<file path="config.mk">
export PLATFORM = sky130hd
export DESIGN_NAME = even_parity_serial_tx
export DESIGN_NICKNAME = d
export VERILOG_FILES = /design/src/rtl/parity_pkg.sv /design/src/rtl/even_parity_serial_tx_bit_timer.sv /design/src/rtl/even_parity_serial_tx.sv
export SDC_FILE = /design/constraint.sdc
export NUM_CORES = 1
export LEC_CHECK = 0
export BUFFER_PORTS_ARGS = -buffer_cell sky130_fd_sc_hd__buf_2
export CAP_MARGIN = 15
export CORE_AREA = 2 2 41 43
export DETAILED_ROUTE_END_ITERATION = 10
export DIE_AREA = 0 0 43 45
export GPL_TIMING_DRIVEN = 0
export RECOVER_POWER = 50
export SLEW_MARGIN = 40
export SYNTH_ARGS = -nofsm -noshare
export SYNTH_HDL_FRONTEND = slang
export SYNTH_SLANG_ARGS = --single-unit
export TNS_END_PERCENT = 10
</file>
<file path="constraint.sdc">
create_clock -name clk -period 1.7 [get_ports clk]
set_input_delay 0.085 -clock clk [delete_from_list [all_inputs] [get_ports clk]]
set_output_delay 0.085 -clock clk [all_outputs]
set_load 0.02 [all_outputs]
</file>
<file path="src/rtl/parity_pkg.sv">
// Shared definitions for the even-parity serial link (transmitter and checker).
package parity_pkg;

  typedef enum logic [2:0] {
    IDLE   = 3'd0,
    START  = 3'd1,
    DATA   = 3'd2,
    PARITY = 3'd3,
    STOP   = 3'd4
  } tx_state_t;

  localparam logic LINE_IDLE = 1'b1;
  localparam logic START_BIT = 1'b0;
  localparam logic STOP_BIT  = 1'b1;

  // Counter width for a range of n values; never narrower than one bit.
  function automatic int cnt_w(input int n);
    return (n > 1) ? $clog2(n) : 1;
  endfunction

endpackage

</file>
<file path="src/rtl/even_parity_serial_tx_bit_timer.sv">
// Bit-period timer: counts 0..CLKS_PER_BIT-1 and pulses tick on the last count.
module bit_timer
  import parity_pkg::*;
#(
  parameter int CLKS_PER_BIT = 4
) (
  input  logic clk,
  input  logic rst_n,
  input  logic clr,
  output logic tick
);

  localparam int CW = cnt_w(CLKS_PER_BIT);
  localparam logic [CW-1:0] LAST = CW'(CLKS_PER_BIT - 1);

  logic [CW-1:0] cnt;

  // Restarting on tick keeps every bit period the same length inside multi-bit states.
  always_ff @(posedge clk or negedge rst_n) begin
    if (!rst_n) begin
      cnt <= '0;
    end else if (clr || tick) begin
      cnt <= '0;
    end else begin
      cnt <= cnt + CW'(1);
    end
  end

  assign tick = (cnt == LAST);

endmodule

</file>
<file path="src/rtl/even_parity_serial_tx.sv">
// Even-parity serial transmitter: start(0), data LSB first, parity, stop(1).
//   state  | meaning
//   IDLE   | line high, in_ready high, waiting for a word
//   START  | driving the start bit
//   DATA   | driving shreg[0], one data bit per bit period
//   PARITY | driving the latched even parity bit
//   STOP   | driving the stop bit, done on its final cycle
module even_parity_serial_tx
  import parity_pkg::*;
#(
  parameter int DATA_W       = 4,
  parameter int CLKS_PER_BIT = 4
) (
  input  logic              clk,
  input  logic              rst_n,
  input  logic [DATA_W-1:0] in_data,
  input  logic              in_valid,
  output logic              in_ready,
  output logic              tx,
  output logic              parity_out,
  output logic              busy,
  output logic              done
);

  localparam int IW = cnt_w(DATA_W);
  localparam logic [IW-1:0] LAST_IDX = IW'(DATA_W - 1);

  tx_state_t         state, state_nxt;
  logic [DATA_W-1:0] shreg;
  logic [IW-1:0]     idx;
  logic              tick;
  logic              accept;

  assign in_ready = (state == IDLE);
  assign busy     = (state != IDLE);
  assign accept   = in_valid && in_ready;
  assign done     = (state == STOP) && tick;

  // Held clear in IDLE so the first START period is a full one.
  bit_timer #(.CLKS_PER_BIT(CLKS_PER_BIT)) u_bit_timer (
    .clk  (clk),
    .rst_n(rst_n),
    .clr  (state == IDLE),
    .tick (tick)
  );

  always_ff @(posedge clk or negedge rst_n) begin
    if (!rst_n) begin
      state <= IDLE;
    end else begin
      state <= state_nxt;
    end
  end

  always_comb begin
    state_nxt = state;
    case (state)
      IDLE:    if (accept) state_nxt = START;
      START:   if (tick) state_nxt = DATA;
      DATA:    if (tick && (idx == LAST_IDX)) state_nxt = PARITY;
      PARITY:  if (tick) state_nxt = STOP;
      STOP:    if (tick) state_nxt = IDLE;
      default: state_nxt = IDLE;
    endcase
  end

  always_ff @(posedge clk or negedge rst_n) begin
    if (!rst_n) begin
      shreg      <= '0;
      idx        <= '0;
      parity_out <= 1'b0;
    end else begin
      if (accept) begin
        shreg      <= in_data;
        parity_out <= ^in_data;
      end
      if ((state == DATA) && tick) begin
        shreg <= shreg >> 1;
        idx   <= (idx == LAST_IDX) ? '0 : idx + IW'(1);
      end
    end
  end

  always_comb begin
    tx = LINE_IDLE;
    case (state)
      IDLE:    tx = LINE_IDLE;
      START:   tx = START_BIT;
      DATA:    tx = shreg[0];
      PARITY:  tx = parity_out;
      STOP:    tx = STOP_BIT;
      default: tx = LINE_IDLE;
    endcase
  end

endmodule

</file>
# Word-level counts from Yosys, hierarchy flattened

Index checks and enable logic that the tools add are counted.

$add $sub $neg: 2
Equality and inequality tests: 11
Multiplexer cells: 11
Reduce and logical (&&, ||, !) cells: 10

Operators with widths:

| cell                  | count |
|---|---|
| $mux W3               | 5 |
| $pmux W3 S5           | 1 |
| $mux W4               | 2 |
| $ne A2 B2 Y1 const B  | 4 |
| $eq A3 B2 Y1 const B  | 2 |
| $reduce_and A5 Y1     | 1 |
| $add A2 B1 Y2 const B | 2 |
| $eq A2 B2 Y1 const B  | 2 |
| $logic_and A1 B1 Y1   | 4 |
| $mux W2               | 2 |
| $reduce_xor A4 Y1     | 1 |
| $eq A3 B1 Y1 const B  | 1 |
| $eq A3 B3 Y1 const B  | 1 |
| $logic_not A3 Y1      | 1 |
| $pmux W1 S3           | 1 |
| $reduce_bool A3 Y1    | 1 |
| $ne A2 B1 Y1 const B  | 1 |
| $reduce_bool A2 Y1    | 1 |
| $logic_or A1 B1 Y1    | 1 |

Bits in registers: 12
Input port bits: 7
Output and inout bits: 5
Word-level logic and storage cells: 39

# Longest topological paths before layout

Word-level depth: 4
Mapped depth: 4

# Hierarchy

Synthesis repeated with hierarchy kept, for this count alone.

Cell total of the unflattened synthesis: 57
Area, all modules: 664.4 um^2

By module, submodules not included:

| module                | times used | cells an instance | area each (um^2) | seq. area each (um^2) |
|---|---|---|---|---|
| even_parity_serial_tx | 1          | 52                | 579.3            | 250.2 |
| bit_timer             | 1          | 5                 | 85.1             | 50.0 |

# Worst setup path after synthesis

OpenSTA, ideal clock, no wires.

Path kind: register -> output
Start: register state[2]
End: output port busy
Arrival: 1418 ps
Path slack: 197 ps
Stages on the path, launching flop included: 4
Buffers on the path: 1
Path through: dfrtp_1 buf_2 nor3_1 inv_1

Word-level cells in the longest chain between the ends: 1

RTL lines:

| element                | line                        | RTL |
|---|---|---|
| from (decl)            | even_parity_serial_tx.sv:28 | `tx_state_t state, state_nxt;` |
| from (signal assigned) | even_parity_serial_tx.sv:51 | `state <= state_nxt;` |
| $reduce_bool A3 Y1     | even_parity_serial_tx.sv:35 | `assign busy = (state != IDLE);` |
| to (decl)              | even_parity_serial_tx.sv:21 | `output logic busy,` |

Every way passes these cells.

# Worst setup path after layout

Start: register u_bit_timer.cnt[0]
End: register idx[0]

Word-level cells in the longest chain between the ends: 2

RTL lines:

| element                | line                                  | RTL |
|---|---|---|
| from (decl)            | even_parity_serial_tx_bit_timer.sv:16 | `logic [CW-1:0] cnt;` |
| from (signal assigned) | even_parity_serial_tx_bit_timer.sv:25 | `cnt <= cnt + CW'(1);` |
| $eq A2 B2 Y1           | even_parity_serial_tx_bit_timer.sv:29 | `assign tick = (cnt == LAST);` |
| $logic_and A1 B1 Y1    | even_parity_serial_tx.sv:77           | `if ((state == DATA) && tick) begin` |
| to (signal assigned)   | even_parity_serial_tx.sv:79           | `idx <= (idx == LAST_IDX) ? '0 : idx + IW'(1);` |
| to (decl)              | even_parity_serial_tx.sv:30           | `logic [IW-1:0] idx;` |

Every way passes these cells.
A chain may end at the register's enable or synchronous reset.

==> metrics.txt <==
count of final setup violators 0; number of synthesized flops with an enable pin 0; total power around 1.3 mW; clk slew on worst S/H paths ~0.08 ns; RSZ-0062 raised after global routing no; syn nets 69; switching part of the total power 0.3732; antenna cell count 0; DR WL/cell approximately 13 µm; fillcell total 150; f_max roughly 0.62 GHz; slowest CP cell mux2_2; Worst slew margin 0.5497; CTS Root Cell clkbuf_4; vias in the first global route 418; initial antenna violation count 0; critical-path maximum fanout 8; number of synthesized register bits 12; NumNets Final 86; Finished Layout Cells roughly 90; clock buffer depth 2; pin count of the biggest net entering global routing 13; drt first pass iters 4; Hold WC Path Type in -> reg; Logic pwr share 0.466; status complete, no violations; layout cells sized above 1 0.3289; ys async rst share 1.000; Pint between 0.8 and 0.9 mW; VDD IR max around 0.68 mV; Main synth FF type dfrtp_1; final hold vios 0; gp weighted congestion 0.6661; initial core utilization 0.4371; Final ANT Viol Nets 0; Worst path max stage delay roughly 0.38 ns; Setup crit end kind flip-flop; crit start category flip-flop; area of the multi-input gates 316.6 µm²; Max Slew Vio Count 0; dominant cells by area after synthesis dfrtp_1, mux2_2, mux2_1; Synth Area per Inst 10.72 µm²; max-cap check violation count 0; site row count 14; Worst Path Arrival roughly 1.8 ns; hpwl dp a little under 900 µm; first-pass GRT wire length about 1900 µm; register area share after synthesis 0.4669; core area roughly 1500 µm²; Distinct cells, synth 25; Total GRT Usage 0.1421; drt first-iter violations 4; io pins 12; area leader, netlist dfrtp_1; Register Area around 300 µm²; Ys Warns 0; Worst-Margin Slew 0.6755 ns; Leak 0.3557 nW; pwr/cell area 1748 nW/µm²; Crit Path Class reg -> reg; CTS tree built; clock network fraction of design power 0.168; CTS HTree Levels 1; DIE WIDTH between 40 and 50 µm; DRC viols 0; Port Buf Inserts 11; GRT overflow 0; Tcrit/Tclk final 0.9427; worst-path cell chain ha_1, nand2_2, nor3_1, mux2_2; Buf+Inv Stages, Crit Path 0; Sink Count 12; Clock Skew around 0.0044 ns; Syn Std Cell Area 643.1 µm²; DIE AREA between 1500 and 2000 µm²; Area Growth Syn to Fin 18.48%; Setup TNS 0 ns; Reg power frac 0.366; vias post-DR 454; CTS Buf Count 3; post-DR vias/cell 4.935; CP top delay family simple AND/OR/NAND/NOR gates; Placed Cells slightly below 90; # resized after CTS 0; Clock Latency Late Sink approximately 0.26 ns; switching power about 0.5 mW; die height between 40 and 50 µm; synthesized instance count 60; Post-Route WL 1165 µm; Critical Path RT around 1.9 ns; Final min period between 1.5 and 2 ns; Synth top area share 0.4669
flip-flops by register name, indices dropped and copies added (netlist names):
register         count
shreg                4
state                3
idx                  2
u_bit_timer.cnt      2
parity_out           1
through the flow:
step / instance area (µm²) / worst slack, ns / hold WS [ns] / utilization
after floorplan: 643.1 / 0.1974 / -0.2106 / -
after global placement: 718.2 / 0.1167 / -0.02090 / 0.4881
after detailed placement: 718.2 / 0.08852 / -0.01975 / 0.4881
after CTS: 764.5 / 0.07854 / 0.1595 / 0.5196
after global routing: 762.0 / 0.004844 / 0.1981 / 0.5179
final: 762.0 / 0.09744 / 0.1632 / 0.5179
power groups by stage:
stage                     sequential, mW  clock, mW  combinational (mW)
final                              0.487      0.224               0.621
after floorplan                    0.489          0               0.475
after detailed placement           0.494          0               0.629
after CTS                          0.487      0.229               0.631
after global routing               0.505      0.247               0.693
after global placement             0.485          0               0.614
worst reg2reg max path, delay by kind of cell, from the launching register on:
| family | cells | cell delay [ns] |
|---|---|---|
| AND/OR/NAND/NOR | 2 | 0.45 |
| multiplexers | 1 | 0.38 |
| flip-flops | 1 | 0.36 |
| adder cells (fa/ha/maj) | 1 | 0.30 |
layout make-up:
type / instances / area share
buffer: 3 / 0.01970
clock buffer: 4 / 0.04762
inverter: 3 / 0.01478
multi-input combinational: 42 / 0.4154
sequential: 12 / 0.3941
tap: 16 / 0.02627
timing repair buffer: 12 / 0.08210
metal layers:
metal / part of all wire / up-vias / GRT usage
met5: 0 / - / 0
met4: 0.013 / 0 / 0.09091
met3: 0.029 / 2 / 0.03600
met2: 0.50 / 6 / 0.2333
met1: 0.46 / 206 / 0.1671
li1: - / 240 / -
cells by family after synthesis:
group                      share of synthesized area
and+or+nand+nor                               0.1674
DFF                                           0.4669
muxes                                         0.1576
AOI/OAI and AO/OA                            0.07394
buffers and inverters                        0.04085
xor gates and xnor gates                     0.05448
adders and majority gates                    0.03890
worst paths after layout:
| check | startpoint | to | slack, ns | cells past startpoint |
|---|---|---|---|---|
| max | u_bit_timer.cnt[0] | idx[0] | 0.1 | 4 |
| min in group asynchronous | rst_n | shreg[2] | 0.38 | 2 |
| max reg2reg | u_bit_timer.cnt[0] | idx[0] | 0.1 | 4 |
| max in group asynchronous | rst_n | u_bit_timer.cnt[0] | 0.88 | 2 |
| min | in_valid | shreg[3] | 0.16 | 3 |
| min reg2reg | u_bit_timer.cnt[0] | u_bit_timer.cnt[0] | 0.45 | 1 |
timing repair:
item | CTS | global route
endpoints found under the hold margin | 12 | 0
hold buffers | 1 | 0
buffers inserted | 0 | 0
synthesized netlist by cell type, drive strengths merged, types with 2 or more instances:
library cell  count
nand2             4
buf               3
nor3              4
xnor2             3
mux2              9
dfrtp            12
ha                2
inv               3
nor2              5
nand3             2
layout by cell type (no fill, tap or decap):
| cell | netlist | final |
|---|---|---|
| xnor2_1 | 3 | 3 |
| mux2_2 | 6 | 6 |
| ha_1 | 2 | 2 |
| o21ai_0 | 1 | 1 |
| and3_1 | 1 | 1 |
| dlygate4sd3_1 | 0 | 1 |
| and3b_1 | 1 | 1 |
| nand3_1 | 2 | 2 |
| a31oi_1 | 1 | 1 |
| nor3_1 | 4 | 4 |
| clkbuf_8 | 0 | 1 |
| xor2_1 | 1 | 1 |
| or2_2 | 1 | 1 |
| clkbuf_1 | 0 | 2 |
| buf_2 | 3 | 12 |
| mux2_1 | 3 | 3 |
| nand2b_1 | 1 | 1 |
| clkbuf_4 | 0 | 3 |
| nor3b_1 | 1 | 1 |
| o2bb2ai_1 | 1 | 1 |
| dfrtp_1 | 12 | 12 |
| nor2_1 | 5 | 5 |
| a22oi_1 | 1 | 1 |
| nor2b_1 | 1 | 1 |
| a21boi_2 | 1 | 1 |
| nand2_1 | 3 | 3 |
| inv_1 | 3 | 3 |
| nand2_2 | 1 | 1 |
| o32ai_1 | 1 | 1 |
Note: power is estimated with default switching activity, not from simulation.
